==> src/rtl/scan_temp_classifier_pkg.sv <==
// rtl/scan_temp_classifier_pkg.sv - shared constants and FSM encoding for the scan-code temperature classifier
//
// Package scan_temp_pkg
//   SC_0 .. SC_9   : PS/2 make codes for the decimal digits 0-9
//   SCAN_INVALID   : digit value reported by the decoder for any non-digit code
//   state_t        : controller states IDLE / CONVERT / CLASSIFY
package scan_temp_pkg;

  localparam logic [7:0] SC_0 = 8'h45;
  localparam logic [7:0] SC_1 = 8'h16;
  localparam logic [7:0] SC_2 = 8'h1E;
  localparam logic [7:0] SC_3 = 8'h26;
  localparam logic [7:0] SC_4 = 8'h25;
  localparam logic [7:0] SC_5 = 8'h2E;
  localparam logic [7:0] SC_6 = 8'h36;
  localparam logic [7:0] SC_7 = 8'h3D;
  localparam logic [7:0] SC_8 = 8'h3E;
  localparam logic [7:0] SC_9 = 8'h46;

  // Never a legal decimal digit, so it cannot be mistaken for one downstream.
  localparam logic [3:0] SCAN_INVALID = 4'hF;

  typedef enum logic [1:0] {
    IDLE     = 2'd0,
    CONVERT  = 2'd1,
    CLASSIFY = 2'd2
  } state_t;

endpackage

==> src/rtl/scan_temp_classifier_if.sv <==
// rtl/scan_temp_classifier_if.sv - entry/result bundle between keyboard capture, classifier and fan/heater control
//
// Signals
//   in_valid      : entry offered on SCAN_CODES
//   in_ready      : classifier idle, entry will be accepted
//   SCAN_CODES    : NUM_DIGITS make codes, byte 0 = units digit
//   TempDecsalida : one-hot band of the last good entry
//   temp_value    : binary value of the last good entry
//   out_valid     : one-cycle result/error pulse
//   scan_err      : qualifies out_valid, entry held a non-digit code
// Modports
//   master : entry source (keyboard side)
//   slave  : classifier
interface scan_temp_classifier_if #(
  parameter int NUM_DIGITS = 2,
  parameter int NUM_BANDS  = 4,
  parameter int VAL_W      = 7
);

  logic                    in_valid;
  logic                    in_ready;
  logic [8*NUM_DIGITS-1:0] SCAN_CODES;
  logic [NUM_BANDS-1:0]    TempDecsalida;
  logic [VAL_W-1:0]        temp_value;
  logic                    out_valid;
  logic                    scan_err;

  modport master (
    output in_valid, SCAN_CODES,
    input  in_ready, TempDecsalida, temp_value, out_valid, scan_err
  );

  modport slave (
    input  in_valid, SCAN_CODES,
    output in_ready, TempDecsalida, temp_value, out_valid, scan_err
  );

endinterface

==> src/rtl/scan_temp_classifier_digit_decode.sv <==
// rtl/scan_temp_classifier_digit_decode.sv - combinational PS/2 make code to decimal digit decoder
//
// Ports
//   code  in  8 : make code of one key
//   digit out 4 : decimal value 0-9, SCAN_INVALID when code is not a digit key
//   valid out 1 : code is one of the ten digit keys
module scan_digit_decode (
  input  logic [7:0] code,
  output logic [3:0] digit,
  output logic       valid
);

  import scan_temp_pkg::*;

  always_comb begin
    digit = SCAN_INVALID;
    valid = 1'b1;
    case (code)
      SC_0:    digit = 4'd0;
      SC_1:    digit = 4'd1;
      SC_2:    digit = 4'd2;
      SC_3:    digit = 4'd3;
      SC_4:    digit = 4'd4;
      SC_5:    digit = 4'd5;
      SC_6:    digit = 4'd6;
      SC_7:    digit = 4'd7;
      SC_8:    digit = 4'd8;
      SC_9:    digit = 4'd9;
      default: valid = 1'b0;
    endcase
  end

endmodule

==> src/rtl/scan_temp_classifier.sv <==
// rtl/scan_temp_classifier.sv - digit-serial scan-code to binary converter with one-hot band classification
//
// Converts NUM_DIGITS PS/2 make codes (MSD first, one digit per cycle) into a
// binary setpoint and classifies it against the ascending THRESH table.
// Optional hysteresis on downward band moves: define SCAN_TEMP_HYST_EN.
//
// Ports
//   CLK    in : system clock
//   reset  in : asynchronous active-high reset
//   bus       : scan_temp_classifier_if.slave (in_valid/in_ready/SCAN_CODES in,
//               TempDecsalida/temp_value/out_valid/scan_err out)
module scan_temp_classifier #(
  parameter int NUM_DIGITS = 2,
  parameter int NUM_BANDS  = 4,
  parameter int VAL_W      = 7,
  parameter logic [(NUM_BANDS-1)*VAL_W-1:0] THRESH = {7'd60, 7'd40, 7'd20},
  parameter int HYST       = 3
) (
  input  logic                 CLK,
  input  logic                 reset,
  scan_temp_classifier_if.slave bus
);

  import scan_temp_pkg::*;

  localparam int BW = (NUM_BANDS > 1) ? $clog2(NUM_BANDS) : 1;
  localparam int CW = (NUM_DIGITS > 1) ? $clog2(NUM_DIGITS) : 1;

`ifdef SCAN_TEMP_HYST_EN
  localparam bit HYST_ON = 1'b1;
`else
  localparam bit HYST_ON = 1'b0;
`endif

  state_t                  state, state_nx;
  logic [8*NUM_DIGITS-1:0] codes_q;
  logic [CW-1:0]           dig_cnt;
  logic [VAL_W-1:0]        acc;
  logic                    err;
  logic [BW-1:0]           cur_band;
  logic                    band_valid;   // no band is held until the first good entry

  logic [7:0]              sel_code;
  logic [3:0]              dig;
  logic                    dig_ok;
  logic [3:0]              dig_use;
  logic [VAL_W+3:0]        acc_mul;
  logic [VAL_W:0]          val_ext;
  logic [VAL_W:0]          val_hyst;
  logic [BW-1:0]           raw_now;
  logic [BW-1:0]           raw_hi;
  logic [BW-1:0]           new_band;
  logic [NUM_BANDS-1:0]    new_onehot;

  // Band = number of thresholds at or below v (table is ascending).
  function automatic logic [BW-1:0] raw_band(input logic [VAL_W:0] v);
    raw_band = '0;
    for (int i = 0; i < NUM_BANDS-1; i++) begin
      if (v >= {1'b0, THRESH[i*VAL_W +: VAL_W]}) raw_band = BW'(i+1);
    end
  endfunction

  // dig_cnt counts down so the most significant byte is consumed first.
  assign sel_code = codes_q[{dig_cnt, 3'b000} +: 8];

  scan_digit_decode u_decode (
    .code  (sel_code),
    .digit (dig),
    .valid (dig_ok)
  );

  assign dig_use = dig_ok ? dig : 4'd0;
  // acc*10 + 9 always fits in VAL_W+4 bits; the result is truncated to VAL_W.
  assign acc_mul = {4'b0000, acc} * (VAL_W+4)'(10) + {{VAL_W{1'b0}}, dig_use};

  // One extra bit so val+HYST cannot wrap into a lower band.
  assign val_ext  = {1'b0, acc};
  assign val_hyst = val_ext + (VAL_W+1)'(HYST);
  assign raw_now  = raw_band(val_ext);
  assign raw_hi   = raw_band(val_hyst);

  // Upward (or same-band) moves follow the raw band; downward moves settle at
  // min(cur, raw(val+HYST)), i.e. only drop once val clears the margin.
  always_comb begin
    new_band = raw_now;
    if (HYST_ON && band_valid && (raw_now <= cur_band)) begin
      new_band = (raw_hi < cur_band) ? raw_hi : cur_band;
    end
  end

  assign new_onehot = {{(NUM_BANDS-1){1'b0}}, 1'b1} << new_band;

  // State register
  always_ff @(posedge CLK or posedge reset) begin
    if (reset) state <= IDLE;
    else       state <= state_nx;
  end

  // Next-state logic
  always_comb begin
    state_nx = state;
    case (state)
      IDLE:     if (bus.in_valid) state_nx = CONVERT;
      CONVERT:  if (dig_cnt == '0) state_nx = CLASSIFY;
      CLASSIFY: state_nx = IDLE;
      default:  state_nx = IDLE;
    endcase
  end

  // Output logic
  always_comb begin
    bus.in_ready = (state == IDLE);
  end

  // Datapath and registered results
  always_ff @(posedge CLK or posedge reset) begin
    if (reset) begin
      codes_q           <= '0;
      dig_cnt           <= '0;
      acc               <= '0;
      err               <= 1'b0;
      cur_band          <= '0;
      band_valid        <= 1'b0;
      bus.TempDecsalida <= '0;
      bus.temp_value    <= '0;
      bus.out_valid     <= 1'b0;
      bus.scan_err      <= 1'b0;
    end else begin
      bus.out_valid <= 1'b0;
      bus.scan_err  <= 1'b0;
      case (state)
        IDLE: begin
          if (bus.in_valid) begin
            codes_q <= bus.SCAN_CODES;
            acc     <= '0;
            err     <= 1'b0;
            dig_cnt <= CW'(NUM_DIGITS-1);
          end
        end
        CONVERT: begin
          acc     <= acc_mul[VAL_W-1:0];
          dig_cnt <= dig_cnt - CW'(1);
          if (!dig_ok) err <= 1'b1;
        end
        CLASSIFY: begin
          bus.out_valid <= 1'b1;
          if (err) begin
            bus.scan_err <= 1'b1;
          end else begin
            bus.temp_value    <= acc;
            bus.TempDecsalida <= new_onehot;
            cur_band          <= new_band;
            band_valid        <= 1'b1;
          end
        end
        default: ;
      endcase
    end
  end

endmodule

==> src/flat_wrapper.sv <==
// flat-port wrapper written by rule: the top's interface ports become plain ports
module scan_temp_classifier_flat import scan_temp_pkg::*;
#(
  parameter int NUM_DIGITS = 2,
  parameter int NUM_BANDS  = 4,
  parameter int VAL_W      = 7,
  parameter logic [(NUM_BANDS-1)*VAL_W-1:0] THRESH = {7'd60, 7'd40, 7'd20},
  parameter int HYST       = 3
)
  (CLK, reset, bus_in_valid, bus_SCAN_CODES, bus_in_ready, bus_TempDecsalida, bus_temp_value, bus_out_valid, bus_scan_err);
  scan_temp_classifier_if #(.NUM_DIGITS(NUM_DIGITS), .NUM_BANDS(NUM_BANDS), .VAL_W(VAL_W)) bus_i ();
  input  logic CLK;
  input  logic reset;
  input wire logic [$bits(bus_i.in_valid)-1:0] bus_in_valid;
  input wire logic [$bits(bus_i.SCAN_CODES)-1:0] bus_SCAN_CODES;
  output wire logic [$bits(bus_i.in_ready)-1:0] bus_in_ready;
  output wire logic [$bits(bus_i.TempDecsalida)-1:0] bus_TempDecsalida;
  output wire logic [$bits(bus_i.temp_value)-1:0] bus_temp_value;
  output wire logic [$bits(bus_i.out_valid)-1:0] bus_out_valid;
  output wire logic [$bits(bus_i.scan_err)-1:0] bus_scan_err;
  assign bus_i.in_valid = bus_in_valid;
  assign bus_i.SCAN_CODES = bus_SCAN_CODES;
  assign bus_in_ready = bus_i.in_ready;
  assign bus_TempDecsalida = bus_i.TempDecsalida;
  assign bus_temp_value = bus_i.temp_value;
  assign bus_out_valid = bus_i.out_valid;
  assign bus_scan_err = bus_i.scan_err;
  scan_temp_classifier #(.NUM_DIGITS(NUM_DIGITS), .NUM_BANDS(NUM_BANDS), .VAL_W(VAL_W), .THRESH(THRESH), .HYST(HYST)) u_core (.CLK(CLK), .reset(reset), .bus(bus_i));
endmodule
==> config.mk <==
export PLATFORM = sky130hd
export DESIGN_NAME = scan_temp_classifier_flat
export DESIGN_NICKNAME = d
export VERILOG_FILES = /design/src/rtl/scan_temp_classifier_pkg.sv /design/src/rtl/scan_temp_classifier_if.sv /design/src/rtl/scan_temp_classifier_digit_decode.sv /design/src/rtl/scan_temp_classifier.sv /design/src/flat_wrapper.sv
export SDC_FILE = /design/constraint.sdc
export NUM_CORES = 1
export LEC_CHECK = 0
export ABC_AREA = 1
export CAP_MARGIN = 10
export CORE_MARGIN = 2
export CORE_UTILIZATION = 56
export CTS_BUF_LIST = sky130_fd_sc_hd__clkbuf_4 sky130_fd_sc_hd__clkbuf_8
export CTS_CLUSTER_DIAMETER = 80
export DETAILED_ROUTE_END_ITERATION = 7
export PLACE_DENSITY = 0.82
export SLEW_MARGIN = 10
export SYNTH_ARGS = -nofsm -noshare
export SYNTH_HDL_FRONTEND = slang
export SYNTH_HIERARCHICAL = 1
export SYNTH_SLANG_ARGS = --single-unit
==> constraint.sdc <==
create_clock -name CLK -period 3.3 [get_ports CLK]
set_input_delay 0.66 -clock CLK [delete_from_list [all_inputs] [get_ports CLK]]
set_output_delay 0.66 -clock CLK [all_outputs]
set_load 0.01 [all_outputs]
After elaboration in Yosys (flattened, before gate mapping)
Index checks and enable logic that the tools add are counted.
- word-level logic and storage cells: 60
- register bits after elaboration: 40
- input port bits: 19
- shift-type cells: 2
- reductions and logical operators: 8
- multiply operators: 1
- bitwise gates (word level): 1
- $lt $le $gt $ge: 3
- eq/ne operators: 15
- mux-type cells: 19
- add/subtract/negate cells: 2
- operator list (cell ; number):
    8-bit by 6-bit equality test with 1-bit output, second input constant ; 6
    4-bit one-hot mux with 10 select lines ; 1
    8-bit by 5-bit equality test with 1-bit output, second input constant ; 2
    8-bit by 7-bit equality test with 1-bit output, second input constant ; 2
    16-bit by 5-bit variable part select with 8-bit output ; 1
    7-bit by 6-bit >= comparator with 1-bit output, second input constant ; 2
    7-bit one-hot mux with 2 select lines ; 1
    10-bit OR reduction ; 1
    1-bit 2-to-1 mux ; 8
    2-bit 2-to-1 mux ; 4
    2-bit AND reduction ; 4
    7-bit by 4-bit adder with 7-bit output ; 1
    7-bit by 5-bit >= comparator with 1-bit output, second input constant ; 1
    7-bit by 3-bit multiplier with 6-bit output, second input constant ; 1
    7-bit 2-to-1 mux ; 1
    2-bit inequality test, second input constant ; 3
    4-bit 2-to-1 mux ; 1
    1-bit one-hot mux with 2 select lines ; 2
    2-bit one-hot mux with 2 select lines ; 1
    1-bit by 2-bit left shift with 4-bit output, first input constant ; 1
    3-bit AND reduction ; 1
    2-bit by 1-bit equality test with 1-bit output, second input constant ; 1
    2-bit equality test, second input constant ; 1
    2-bit logical NOT ; 1
    other kinds (3) ; 3

Longest topological paths before layout
- depth after elaboration: 7
- depth in mapped cells: 22

Cells and area by module
The synthesis kept the hierarchy.
- by module, submodules not included (module ; area an instance (um^2) ; cells each ; times used):
    scan_temp_classifier ; 1973.1 ; 239 ; 1
    scan_digit_decode ; 271.5 ; 51 ; 1

Worst setup path before layout
OpenSTA, ideal clock, no wires.
- path kind: register to register
- start: register u_core.dig_cnt
- end: register u_core.acc[5]
- library setup time: 0.083 ns
- required time: 3.217 ns
- setup slack: 0.771 ns
- cell stages (with the launch flop): 20
- data arrival time: 2.446 ns
- cell sequence: dfrtp_1 clkbuf_1 nand2_1 o21ai_0 inv_2 nand2_1 nor2_2 nand2_1 nand2_1 nor2_4 nand3_4 nand2_1 nand2_1 inv_1 ha_1 fa_1 nand2_1 a21oi_1 xor2_1 o21ai_0
- word-level cells in the longest chain between the ends: 7
- ends and longest elaborated chain (item ; RTL line ; RTL):
    start, declared ; scan_temp_classifier.sv:37 ; logic [CW-1:0] dig_cnt;
    start signal, assigned ; scan_temp_classifier.sv:137 ; dig_cnt <= CW'(NUM_DIGITS-1);
    start signal, assigned ; scan_temp_classifier.sv:142 ; dig_cnt <= dig_cnt - CW'(1);
    16-bit by 5-bit variable part select with 8-bit output * ; scan_temp_classifier.sv:64 ; assign sel_code = codes_q[{dig_cnt, 3'b000} +: 8];
    named net u_core.sel_code[6] ; scan_temp_classifier.sv:43 ; logic [7:0] sel_code;
    8-bit by 7-bit equality test with 1-bit output, or another cell as far along ; scan_temp_classifier_digit_decode.sv:18 ; case (code)
    10-bit OR reduction (no source line) * ; n/a ;
    1-bit 2-to-1 mux * ; scan_temp_classifier_digit_decode.sv:18 ;
    named net u_core.dig_ok ; scan_temp_classifier.sv:45 ; logic dig_ok;
    4-bit 2-to-1 mux * ; scan_temp_classifier.sv:72 ; assign dig_use = dig_ok ? dig : 4'd0;
    7-bit by 4-bit adder with 7-bit output * ; scan_temp_classifier.sv:74 ; assign acc_mul = {4'b0000, acc} * (VAL_W+4)'(10) + {{VAL_W{1'b0}}, dig_use};
    7-bit one-hot mux with 2 select lines * ; scan_temp_classifier.sv:131 ; case (state)
    end signal, assigned ; scan_temp_classifier.sv:141 ; acc <= acc_mul[VAL_W-1:0];
    end, declared ; scan_temp_classifier.sv:38 ; logic [VAL_W-1:0] acc;
The timed path passes the listed nets; every way through them passes the cells marked *.
A chain may end at the register's enable or synchronous reset.

Worst setup path in the final report
Same ends and word-level chain as after synthesis.

==> flow_metrics.tcl <==
set metrics [dict create \
    fmax_mhz 339 \
    vias 1852 \
    p_per_area_mw_per_mm2 819 \
    cts_buffers 5 \
    peakVddDrop_mv 0.482 \
    worst_slack_ns 0.353 \
    maxSlewViolCount 0 \
    r2r_start "u_core/dig_cnt" \
    cp_max_fo 12 \
    rsz0062_at_grt "false" \
    leakagePower_nw 1.39 \
    wire_per_inst_um 11.3 \
    holdWs_ns 0.482 \
    clk_pin_slew_ns 0.08 \
    vias_per_cell 4.93 \
    setup_viol_count_final 0 \
    drtIter0Drc 129 \
    grt_overflow_total 0 \
    grt_pass1_wl_um 7580 \
    dp_hpwl_um 3340 \
    diodes 0 \
    synth_area_leaders "dfrtp_1 45%, nand2_1 22%, inv_1 5.0%" \
    r2r_setup_slack_ns 0.35 \
    reg2reg_depth 19 \
    clk_latency_ns 0.29 \
    area_delta_synth_final_pct 19.8 \
    grt.total_usage_pct 22.5 \
    netlist_area_mm2 0.00224 \
    fin_util_pct 68.7 \
    critPathKind "register to register" \
    antenna_found_initial 0 \
    min_period_ns 2.95 \
    crit_required_ns 3.47 \
    core_mm2 0.00391 \
    hold_viol_final 0 \
    routed_wl_um 4230 \
    tightest_slew_ns 0.478 \
    placed_cell_area_mm2 0.00260 \
    drtPass1Iterations 4 \
    synth_top_cell_by_area "dfrtp_1" \
    min_path_cells 2 \
    fin_cells 376 \
    pre_cts_ws_ns 0.400 \
    hp-start "u_core/bus.TempDecsalida[2]" \
    start_util_pct 57.4 \
    synth-seq-cells 40 \
    drc_errors 0 \
    power_mw 2.20 \
    die_h_um 67.3 \
    finalCritPeriodShare_pct 89.3 \
    grt_pass1_vias 1815 \
    num-fill-cells 338 \
    hold_path.class "register to register" \
    arrival_ns 3.12 \
    synth_seq_area_share_pct 44.6 \
    yosys_warnings 6 \
    placed_cells 369 \
    rows 23 \
    ant_nets 0 \
    fp.dieW_um 67.3 \
    cts_tree "yes" \
    syn_nets 318 \
    worst_setup_path_end_kind "register" \
    layout-drive-gt1-share_pct 13.5 \
    h-tree-depth 2 \
    pin_count 33 \
    grt_start_max_net_pins 41 \
    avgSynthCellArea_um2 7.74 \
    slew_headroom_pct 68.1 \
    postCtsSetupBuffers 0 \
    ctsRootBufferMaster "clkbuf_8" \
    fin_nets 354 \
    startpoint_type "register" \
    fin_skew_ns 0.0102 \
    cap_viol_max_count 0 \
    cts_buffer_depth 2 \
    die_area_mm2 0.00453 \
    status "finished, final reports clean" \
    yosysUniqueCellTypes 29 \
    port_buffers 32 \
    hold_end "u_core/bus.TempDecsalida[2]" \
    final.setup.tns_ns 0 \
    postLayoutCellArea_mm2 0.00269 \
    place_congestion 0.869 \
    netlist_instances 290 \
    cts_sinks 40 \
    r2r_end "u_core/acc[5]" \
    synth_top_area_share_pct 44.6 \
]
[how the worst max path moves through the flow]
| stage | startpoint | end | slack, ns | depth (start not counted) |
|---|---|---|---|---|
| after detailed placement | u_core/dig_cnt | u_core/acc[5] | 0.40 | 19 |
| after CTS | u_core/dig_cnt | u_core/acc[5] | 0.38 | 19 |
| final | u_core/dig_cnt | u_core/acc[5] | 0.35 | 19 |
| after floorplan | u_core/dig_cnt | u_core/acc[5] | 0.77 | 19 |
| after global placement | u_core/dig_cnt | u_core/acc[5] | 0.51 | 19 |
| after global routing | u_core/dig_cnt | u_core/acc[5] | 0.03 | 19 |
[cell families (layout without fill, tap and decap cells)]
| family | after synthesis | after routing | synth area share (%) |
|---|---|---|---|
| AOI/OAI and AO/OA | 27 | 27 | 8.25 |
| xor gates and xnor gates | 1 | 1 | 0.390 |
| adders and majority gates | 9 | 9 | 5.69 |
| buffers and inverters | 40 | 76 | 7.41 |
| DFF | 40 | 40 | 44.6 |
| and+or+nand+nor | 173 | 173 | 33.7 |
[routing by layer]
layer / share of wire, % / global-route usage (%) / up-vias
met5: 0 / 0 / -
met4: 0.85 / 5.61 / 0
met3: 3.9 / 6.33 / 4
met2: 54 / 42.6 / 38
met1: 41 / 24.4 / 851
li1: - / - / 959
[synth_stat cells (all sizes together)]
cell / count
a211oi: 1
ha: 7
o211ai: 1
nor3: 1
inv: 35
o21ai: 19
clkbuf: 1
and2: 3
a21oi: 3
nand2: 140
xor2: 1
dfrtp: 40
nand3: 8
buf: 3
o21a: 1
nor2: 20
clkinv: 1
o22ai: 2
fa: 2
nand4: 1
[cells in the final DEF, fill, tap and decap left out, types with 2 or more instances in the layout]
cell type,netlist,final
nand2_1,129,129
clkdlybuf4s50_1,0,32
nand3_1,7,7
o21ai_0,11,11
inv_2,5,5
clkbuf_8,0,5
dfrtp_1,40,40
ha_1,7,7
and2_1,2,2
o22ai_1,2,2
fa_1,2,2
a21oi_1,3,3
o21ai_2,7,7
inv_1,30,30
nor2_4,4,4
nor2_2,5,5
clkinvlp_4,0,2
nand2_2,11,11
nor2_1,11,11
[registers in the layout, summed over array words and instances (netlist names)]
signal / flops
u_core/state: 2
u_core/err: 1
u_core/bus.temp_value: 7
u_core/codes_q: 16
u_core/acc: 7
u_core/dig_cnt: 1
u_core/bus.scan_err: 1
u_core/bus.out_valid: 1
u_core/bus.TempDecsalida: 4
[power breakdown]
part	total, mW	internal, mW	switching, mW
clock network	0.306	0.143	0.163
logic	1.05	0.415	0.635
registers	0.845	0.692	0.153
[repair_timing]
| action | 4_1_cts | 5_1_grt |
|---|---|---|
| endpoints found under the setup margin | 0 | 1 |
| hold buffers | 0 | 0 |
| gates resized for setup | 0 | 1 |
[worst max-delay path, cell delays in order (launching register included)]
cell and delay, ns:
dfrtp_1 0.56, clkinvlp_4 0.26, nand2_1 0.10, nand2_1 0.09, inv_1 0.07, nand2_2 0.06
nor2_2 0.15, nand2_1 0.09, nand2_1 0.12, nor2_4 0.05, nand3_4 0.10, nand2_1 0.06
nand2_1 0.06, inv_1 0.04, ha_1 0.21, fa_1 0.38, nand2_1 0.10, a21oi_1 0.08
xor2_1 0.16, o21ai_0 0.09
[area by class of cell]
type | count | area [um^2] | area share [%]
clock inverters | 2 | 12.5 | 0.465
flip-flops and latches | 40 | 1000 | 37.2
inverters | 36 | 139 | 5.17
multi-input cells | 210 | 1080 | 40.1
repair buffers | 33 | 328 | 12.2
well taps | 50 | 62.6 | 2.33
clock buffers | 5 | 68.8 | 2.56
No activity file was read; power rests on OpenSTA's default activity.
